## src/rtl/cpu_pkg.sv

```systemverilog
// Shared definitions for the 8-bit RISC CPU: opcode and phase encodings
// and the ALU-operation decode used by the sequencer and the ALU.
package cpu_pkg;

    localparam int unsigned NPHASE = 8;

    typedef enum logic [2:0] {
        OP_HLT = 3'd0,
        OP_SKZ = 3'd1,
        OP_ADD = 3'd2,
        OP_AND = 3'd3,
        OP_XOR = 3'd4,
        OP_LDA = 3'd5,
        OP_STO = 3'd6,
        OP_JMP = 3'd7
    } opcode_e;

    typedef enum logic [2:0] {
        PH_0 = 3'd0,
        PH_1 = 3'd1,
        PH_2 = 3'd2,
        PH_3 = 3'd3,
        PH_4 = 3'd4,
        PH_5 = 3'd5,
        PH_6 = 3'd6,
        PH_7 = 3'd7
    } phase_e;

    // Opcodes that read an operand from memory and load the accumulator.
    function automatic logic is_aluop(input opcode_e op);
        return (op == OP_ADD) || (op == OP_AND) || (op == OP_XOR) || (op == OP_LDA);
    endfunction

endpackage

```

## src/rtl/cpu_sequencer.sv

```systemverilog
// Instruction-cycle controller: 8-phase fetch/execute counter with halt
// latch, decoding phase/opcode/zero into datapath and memory strobes.
module cpu_sequencer
    import cpu_pkg::*;
(
    input  logic       clk,
    input  logic       rst,
    input  logic       run,
    input  logic [2:0] opcode,
    input  logic       zero,
    output logic [2:0] phase,
    output logic       sel,
    output logic       rd,
    output logic       ld_ir,
    output logic       inc_pc,
    output logic       ld_pc,
    output logic       ld_ac,
    output logic       wr,
    output logic       data_e,
    output logic       halt
);

    phase_e  phase_q, phase_d;
    logic    halted_q, halted_d;
    opcode_e op;
    logic    alu;

    assign op  = opcode_e'(opcode);
    assign alu = is_aluop(op);

    // Next phase and halt latch: advance on run, freeze once halted.
    always_comb begin
        phase_d  = phase_q;
        halted_d = halted_q;
        if (!halted_q && run) begin
            if (phase_q == PH_4 && op == OP_HLT) begin
                halted_d = 1'b1;
            end
            if (32'(phase_q) == NPHASE - 1) begin
                phase_d = PH_0;
            end else begin
                phase_d = phase_e'(phase_q + 3'd1);
            end
        end
    end

    // State registers with synchronous reset taking priority over run.
    always_ff @(posedge clk) begin
        if (rst) begin
            phase_q  <= PH_0;
            halted_q <= 1'b0;
        end else begin
            phase_q  <= phase_d;
            halted_q <= halted_d;
        end
    end

    // Strobe decode from phase/opcode/zero, with stall gating and halt override.
    always_comb begin
        sel    = 1'b0;
        rd     = 1'b0;
        ld_ir  = 1'b0;
        inc_pc = 1'b0;
        ld_pc  = 1'b0;
        ld_ac  = 1'b0;
        wr     = 1'b0;
        data_e = 1'b0;
        halt   = 1'b0;
        case (phase_q)
            PH_0: sel = 1'b1;
            PH_1: begin
                sel = 1'b1;
                rd  = 1'b1;
            end
            PH_2, PH_3: begin
                sel   = 1'b1;
                rd    = 1'b1;
                ld_ir = 1'b1;
            end
            PH_4: begin
                inc_pc = 1'b1;
                halt   = (op == OP_HLT);
            end
            PH_5: rd = alu;
            PH_6: begin
                rd     = alu;
                inc_pc = (op == OP_SKZ) && zero;
                ld_pc  = (op == OP_JMP);
                data_e = (op == OP_STO);
            end
            PH_7: begin
                rd     = alu;
                ld_ac  = alu;
                inc_pc = (op == OP_JMP);
                ld_pc  = (op == OP_JMP);
                wr     = (op == OP_STO);
                data_e = (op == OP_STO);
            end
            default: ;
        endcase
        if (!run) begin
            ld_ir  = 1'b0;
            inc_pc = 1'b0;
            ld_pc  = 1'b0;
            ld_ac  = 1'b0;
            wr     = 1'b0;
        end
        if (halted_q) begin
            sel    = 1'b0;
            rd     = 1'b0;
            ld_ir  = 1'b0;
            inc_pc = 1'b0;
            ld_pc  = 1'b0;
            ld_ac  = 1'b0;
            wr     = 1'b0;
            data_e = 1'b0;
            halt   = 1'b1;
        end
    end

    assign phase = phase_q;

endmodule
```

## config.mk

```make
export PLATFORM = sky130hd
export DESIGN_NAME = cpu_sequencer
export DESIGN_NICKNAME = d
export VERILOG_FILES = /design/src/rtl/cpu_pkg.sv /design/src/rtl/cpu_sequencer.sv
export SDC_FILE = /design/constraint.sdc
export NUM_CORES = 1
export LEC_CHECK = 0
export CAP_MARGIN = 20
export CORE_AREA = 4 4 41 43
export CTS_BUF_LIST = sky130_fd_sc_hd__clkbuf_8
export DETAILED_ROUTE_END_ITERATION = 16
export DIE_AREA = 0 0 45 47
export GPL_TIMING_DRIVEN = 0
export PLACE_DENSITY_LB_ADDON = 0.1
export SLEW_MARGIN = 20
export SYNTH_ARGS = -nofsm -noshare
export SYNTH_HDL_FRONTEND = slang
export SYNTH_SLANG_ARGS = --single-unit
```

## constraint.sdc

```tcl
create_clock -name clk -period 2 [get_ports clk]
set_input_delay 0.4 -clock clk [delete_from_list [all_inputs] [get_ports clk]]
set_output_delay 0.4 -clock clk [all_outputs]
set_load 0.01 [all_outputs]
```

# --- After elaboration in Yosys (flattened, before gate mapping) ---
# Cells that the tools add are included.
classes:
  n_reduce_logical: 15
  n_addsub: 1
  mux: 24
  n_eq_ne: 14
op_table:
  columns: ["operator", "count"]
  rows:
  - ["equality test 3 bit (second input constant)", 8]
  - ["two-way mux 1 bit", 21]
  - ["equality test 3 x 2 -> 1 bit (second input constant)", 4]
  - ["equality test 3 x 1 -> 1 bit (second input constant)", 2]
  - ["zero test 3 bit", 2]
  - ["OR reduction 3 bit", 2]
  - ["OR reduction 2 bit", 2]
  - ["OR reduction 4 bit", 1]
  - ["adder 3 x 1 -> 3 bit (second input constant)", 1]
  - ["logical AND 1 bit", 3]
  - ["logical OR 1 bit", 3]
  - ["two-way mux 3 bit", 1]
  - ["case mux 1 bit (3 select lines)", 1]
  - ["case mux 1 bit (2 select lines)", 1]
  - ["AND reduction 2 bit", 1]
  - ["zero test 1 bit", 1]
totals:
  out_inout_bits: 12
  ff_bits: 4

# --- Logic depth before layout (Yosys ltp) ---
logic_depth:
  ltp_word: 7
  ltp_mapped: 5
  ltp_nobuf: 5

# --- Worst setup path after synthesis ---
# OpenSTA, ideal clock, no wires.
synth_path:
  path_kind: "register to output"
  startpoint: "register phase_q[1] (netlist: phase[1])"
  endpoint: "output port inc_pc"
  stages_incl_launch_ff: 6
  arrival_ps: 1292
  slack_ps: 308
  path_cell_list: "dfxtp_1 > ha_1 > ha_1 > and3_2 > a31oi_1 > o21ai_1"
synth_via:
  elab_chain_cells: 4
synth_lines:
  columns: ["item", "line", "rtl"]
  rows:
  - ["from (decl)", "cpu_sequencer.sv:23", "phase_e phase_q, phase_d;"]
  - ["from (signal assigned)", "cpu_sequencer.sv:53", "phase_q <= phase_d;"]
  - ["equality test 3 bit", "cpu_sequencer.sv:69", "case (phase_q)"]
  - ["case mux 1 bit (3 select lines) (*)", "cpu_sequencer.sv:69", null]
  - ["two-way mux 1 bit (*)", "cpu_sequencer.sv:101", "if (!run) begin"]
  - ["two-way mux 1 bit (*)", "cpu_sequencer.sv:108", "if (halted_q) begin"]
  - ["to (decl)", "cpu_sequencer.sv:15", "output logic inc_pc,"]
# Every way passes the cells marked *; elsewhere a longest branch is shown, timed or not.

# --- Worst setup path in the final report ---
# Same ends and word-level chain as after synthesis.

==> out/summary.md <==
The flow ran to the end, and the final reports show no timing, DRC or antenna violations. The clock passes through at most 2 buffers. The relative max-transition margin was 0.8148. Element type at the critical path start: a flip-flop. The core region is 1301 um^2. Relative to the synthesized area, the layout overhead comes to 78.23%. For flop-to-flop paths, the worst setup slack is 0.77 ns.

Setup violations remaining at the end of the flow were counted as 0. STA classifies the critical path endpoint as a primary output. Entering global routing, the biggest net connects 10 pins. For the via count of the first global-routing pass, the log shows 356. The biggest fanout along the worst timing path is 8.

The number of max-slew violations in the final report was 0; the residual antenna-violating net count after detailed routing was 0. Leaving out fill and tap cells, the most frequent cell in the layout is nor2_1. The tools report the count of endpoints failing hold in the final timing report as 0. In this run the cell area measured after placement is 566.8 um^2. The buffer and inverter count on the worst path was 1. The run gives 48 as the post-synthesis cell count.

The total leakage power was 0.3364 nW; the total nets after synthesis was 61. Based on the critical path, the design can be clocked at up to 537.3 MHz. The tools report the worst hold slack across all endpoints as 0.5287 ns. The number of clock buffers added by TritonCTS is 3. The worst register-to-register path has a depth of 6. The clock drives 4 sinks. Walking the worst path, the cells encountered are ha_2, ha_4, and3_2, a31oi_1, o21ai_1, buf_2. The clock input transition at the sequential cells of the worst setup and hold paths was 0.03 ns. The H-tree depth was 1. At the end of the flow, the number of nets in the layout was 87. The worst setup path is of the flip-flop to primary output kind. Leaving out fill and tap cells, the most frequent cells in the layout are nor2_1, dlygate4sd2_1, clkdlybuf4s50_1. For the total non-filler cell area in the finished layout, the log shows 655.6 um^2.

The starting density of the core was 0.2827; the number of different library cells in the post-synthesis netlist was 23. The final estimated routing congestion in global placement is 0.7576. The number of design-rule violations left by the first detailed-router iteration is 16. For the fill cell instance count of the final layout, the log shows 140. The die is 45 um wide. In this run the most critical hold path is launched from phase[1]$_SDFFE_PP0P_. The total iterations of the first detailed-routing run was 4; the antenna cell count was 0. The maximum ir drop on the vdd rail is 0.4157 mV. TritonCTS built the clock tree. The tools report the first-pass GRT wire length as 1635 um.

After detailed routing, the total wire length is 1044 um. For the initial antenna violation count, the log shows 0. The global-route total usage across every layer was 0.1139; the worst slack after detailed placement was -0.4223 ns. Arrival time reported for the critical path endpoint: 1.46 ns. The path with the worst hold slack has its endpoint at phase[1]$_SDFFE_PP0P_. The number of port buffers is 18, and the data required time at the worst endpoint is 1.60 ns.

The share of final-layout standard cells stronger than drive strength 1 works out to 0.2917. The synthesized netlist occupies a cell area of 367.9 um^2. The average instance area after synthesis came out at 7.664 um^2. The final worst-path setup slack came out at 0.1387 ns. Row generation in the floorplan step produced 13 rows.

The endpoint identified for the worst register-to-register timing path is phase[0]$_SDFFE_PP0P_. In the routed layout, each cell is associated on average with a via count of 4.874. In this run the count of I/O pins placed on the die edge is 19. In this run the power density over the cells is 538.9 nW/um^2.

The die is 47 um tall. For this run, the number of Yosys warnings is 0. The logs give 424 for the number of vias in the routed layout and 724.4 um for the placed wire-length estimate.

The source-to-sink clock delay at the later pin of the worst-skew pair is 0.22 ns. The tool flagged a number of max-cap violations equal to 0. On the worst path, the slowest cell contributes a delay of 0.36 ns. The kind of cell adding the most delay to the critical path was adder cells. The sequential cell area fraction in the yosys report was 0.2177. Cts-stage hold buffer count: 0. The time the worst path needs with I/O delays and setup was 1.861 ns; the global route total overflow was 0. The register bit total from synthesis was 4. Setup repair after global routing left no endpoint under its margin. Mean routed wirelength per cell: 12.00 um. The worst hold path cell count came out at 2. The run gives 0 as the residual DRC count. Across the routed clock network, the largest skew measured is 0.0003173 ns. The final clock period utilization by the worst path is 0.9306, and the actual transition at the worst max-transition pin is 0.2774 ns.

The slowest stage of the critical path is the dfxtp_4 cell. In this run the clock root is driven by a clkbuf_8. The kind of path behind the tightest hold check is flip-flop to flip-flop.

The launching point of the worst reg2reg path was halted_q$_SDFFE_PP0P_. Die footprint: 2115 um^2.
-- area by class of cell --
cell class	instances	area, um^2	share of cell area
multi-input combinational	39	297.8	0.4542
timing repair buffer	21	185.2	0.2824
sequential	4	86.33	0.1317
clock buffer	3	41.29	0.06298
tap	15	18.77	0.02863
inverter	4	15.01	0.02290
buffer	1	11.26	0.01718
-- worst min-delay path, cell delays in order (launching register included) --
cell	delay, ns
dfxtp_4	0.36
nand2b_1	0.08
a21oi_1	0.05
-- how the worst max path moves through the flow --
stage / startpoint / end / cells past startpoint
after floorplan: phase[1]$_SDFFE_PP0P_ / inc_pc / 5
after global placement: opcode[2] / rd / 5
after detailed placement: opcode[1] / rd / 5
after CTS: run / inc_pc / 7
after global routing: phase[1]$_SDFFE_PP0P_ / inc_pc / 6
final: phase[1]$_SDFFE_PP0P_ / inc_pc / 6
-- synthesized netlist by cell type --
master,instances,share of area
nor2_1,8,0.082
ha_1,6,0.20
dfxtp_1,4,0.22
inv_1,4,0.041
a21oi_1,3,0.041
nand2_1,3,0.031
and3_2,2,0.041
nand4_1,2,0.034
nor3_1,2,0.027
a211oi_2,1,0.034
a31oi_1,1,0.017
a41o_1,1,0.027
and2_1,1,0.017
and3_1,1,0.017
buf_4,1,0.020
mux2i_1,1,0.027
nand2b_1,1,0.017
nand3_1,1,0.014
nand3b_1,1,0.020
nor2b_1,1,0.017
o21ai_1,1,0.014
o22ai_1,1,0.017
xor2_1,1,0.024
-- state kept, by name, indices dropped and copies added, names as in the netlist --
signal,count
halted_q,1
phase,3
-- kinds of logic (layout without fill, tap and decap cells) --
| family | Yosys count | after routing | share of synthesized area |
|---|---|---|---|
| AO/OA/AOI/OAI | 8 | 8 | 0.1497 |
| XOR/XNOR | 1 | 1 | 0.02381 |
| adder cells (fa/ha/maj) | 6 | 6 | 0.2041 |
| buffers and inverters | 5 | 29 | 0.06122 |
| flip-flops | 4 | 4 | 0.2177 |
| multiplexers | 1 | 1 | 0.02721 |
| AND/OR/NAND/NOR | 23 | 23 | 0.3163 |
-- what timing repair did --
item                       in CTS  in global routing
gates resized for setup        27                  6
setup endpoints to repair       8                  6
setup buffers                   2                  1
pin swaps                       1                  1
-- per-layer routing --
metal,vias to the layer above,wire length (um),part of all wire,GRT usage
li1,214,-,-,-
met1,189,453,0.43,0.1347
met2,17,478,0.46,0.1695
met3,4,81,0.078,0.02682
met4,0,30,0.029,0.1053
met5,-,0,0,0
-- through the flow --
| stage | total power (W) | utilization | setup TNS [ns] | std cells |
|---|---|---|---|---|
| 2_1_floorplan | 0.0001329 | - | 0 | 48 |
| 3_3_place_gp | 0.0001791 | 0.4356 | -2.618 | 81 |
| 3_5_place_dp | 0.0001791 | 0.4356 | -2.602 | 81 |
| 4_1_cts | 0.0003558 | 0.4894 | -0.02615 | 86 |
| 5_1_grt | 0.0003796 | 0.5038 | 0 | 87 |
| 6_report | 0.0003533 | 0.5038 | 0 | 87 |
-- power by group --
part	leakage, nW	total [W]	switching [W]	internal [W]
Sequential	0.0342	0.0000962	0.0000103	0.0000858
Combinational	0.281	0.0000857	0.0000390	0.0000467
Clock	0.0216	0.000171	0.0000430	0.000128
Note: power is estimated with default switching activity, not from simulation.
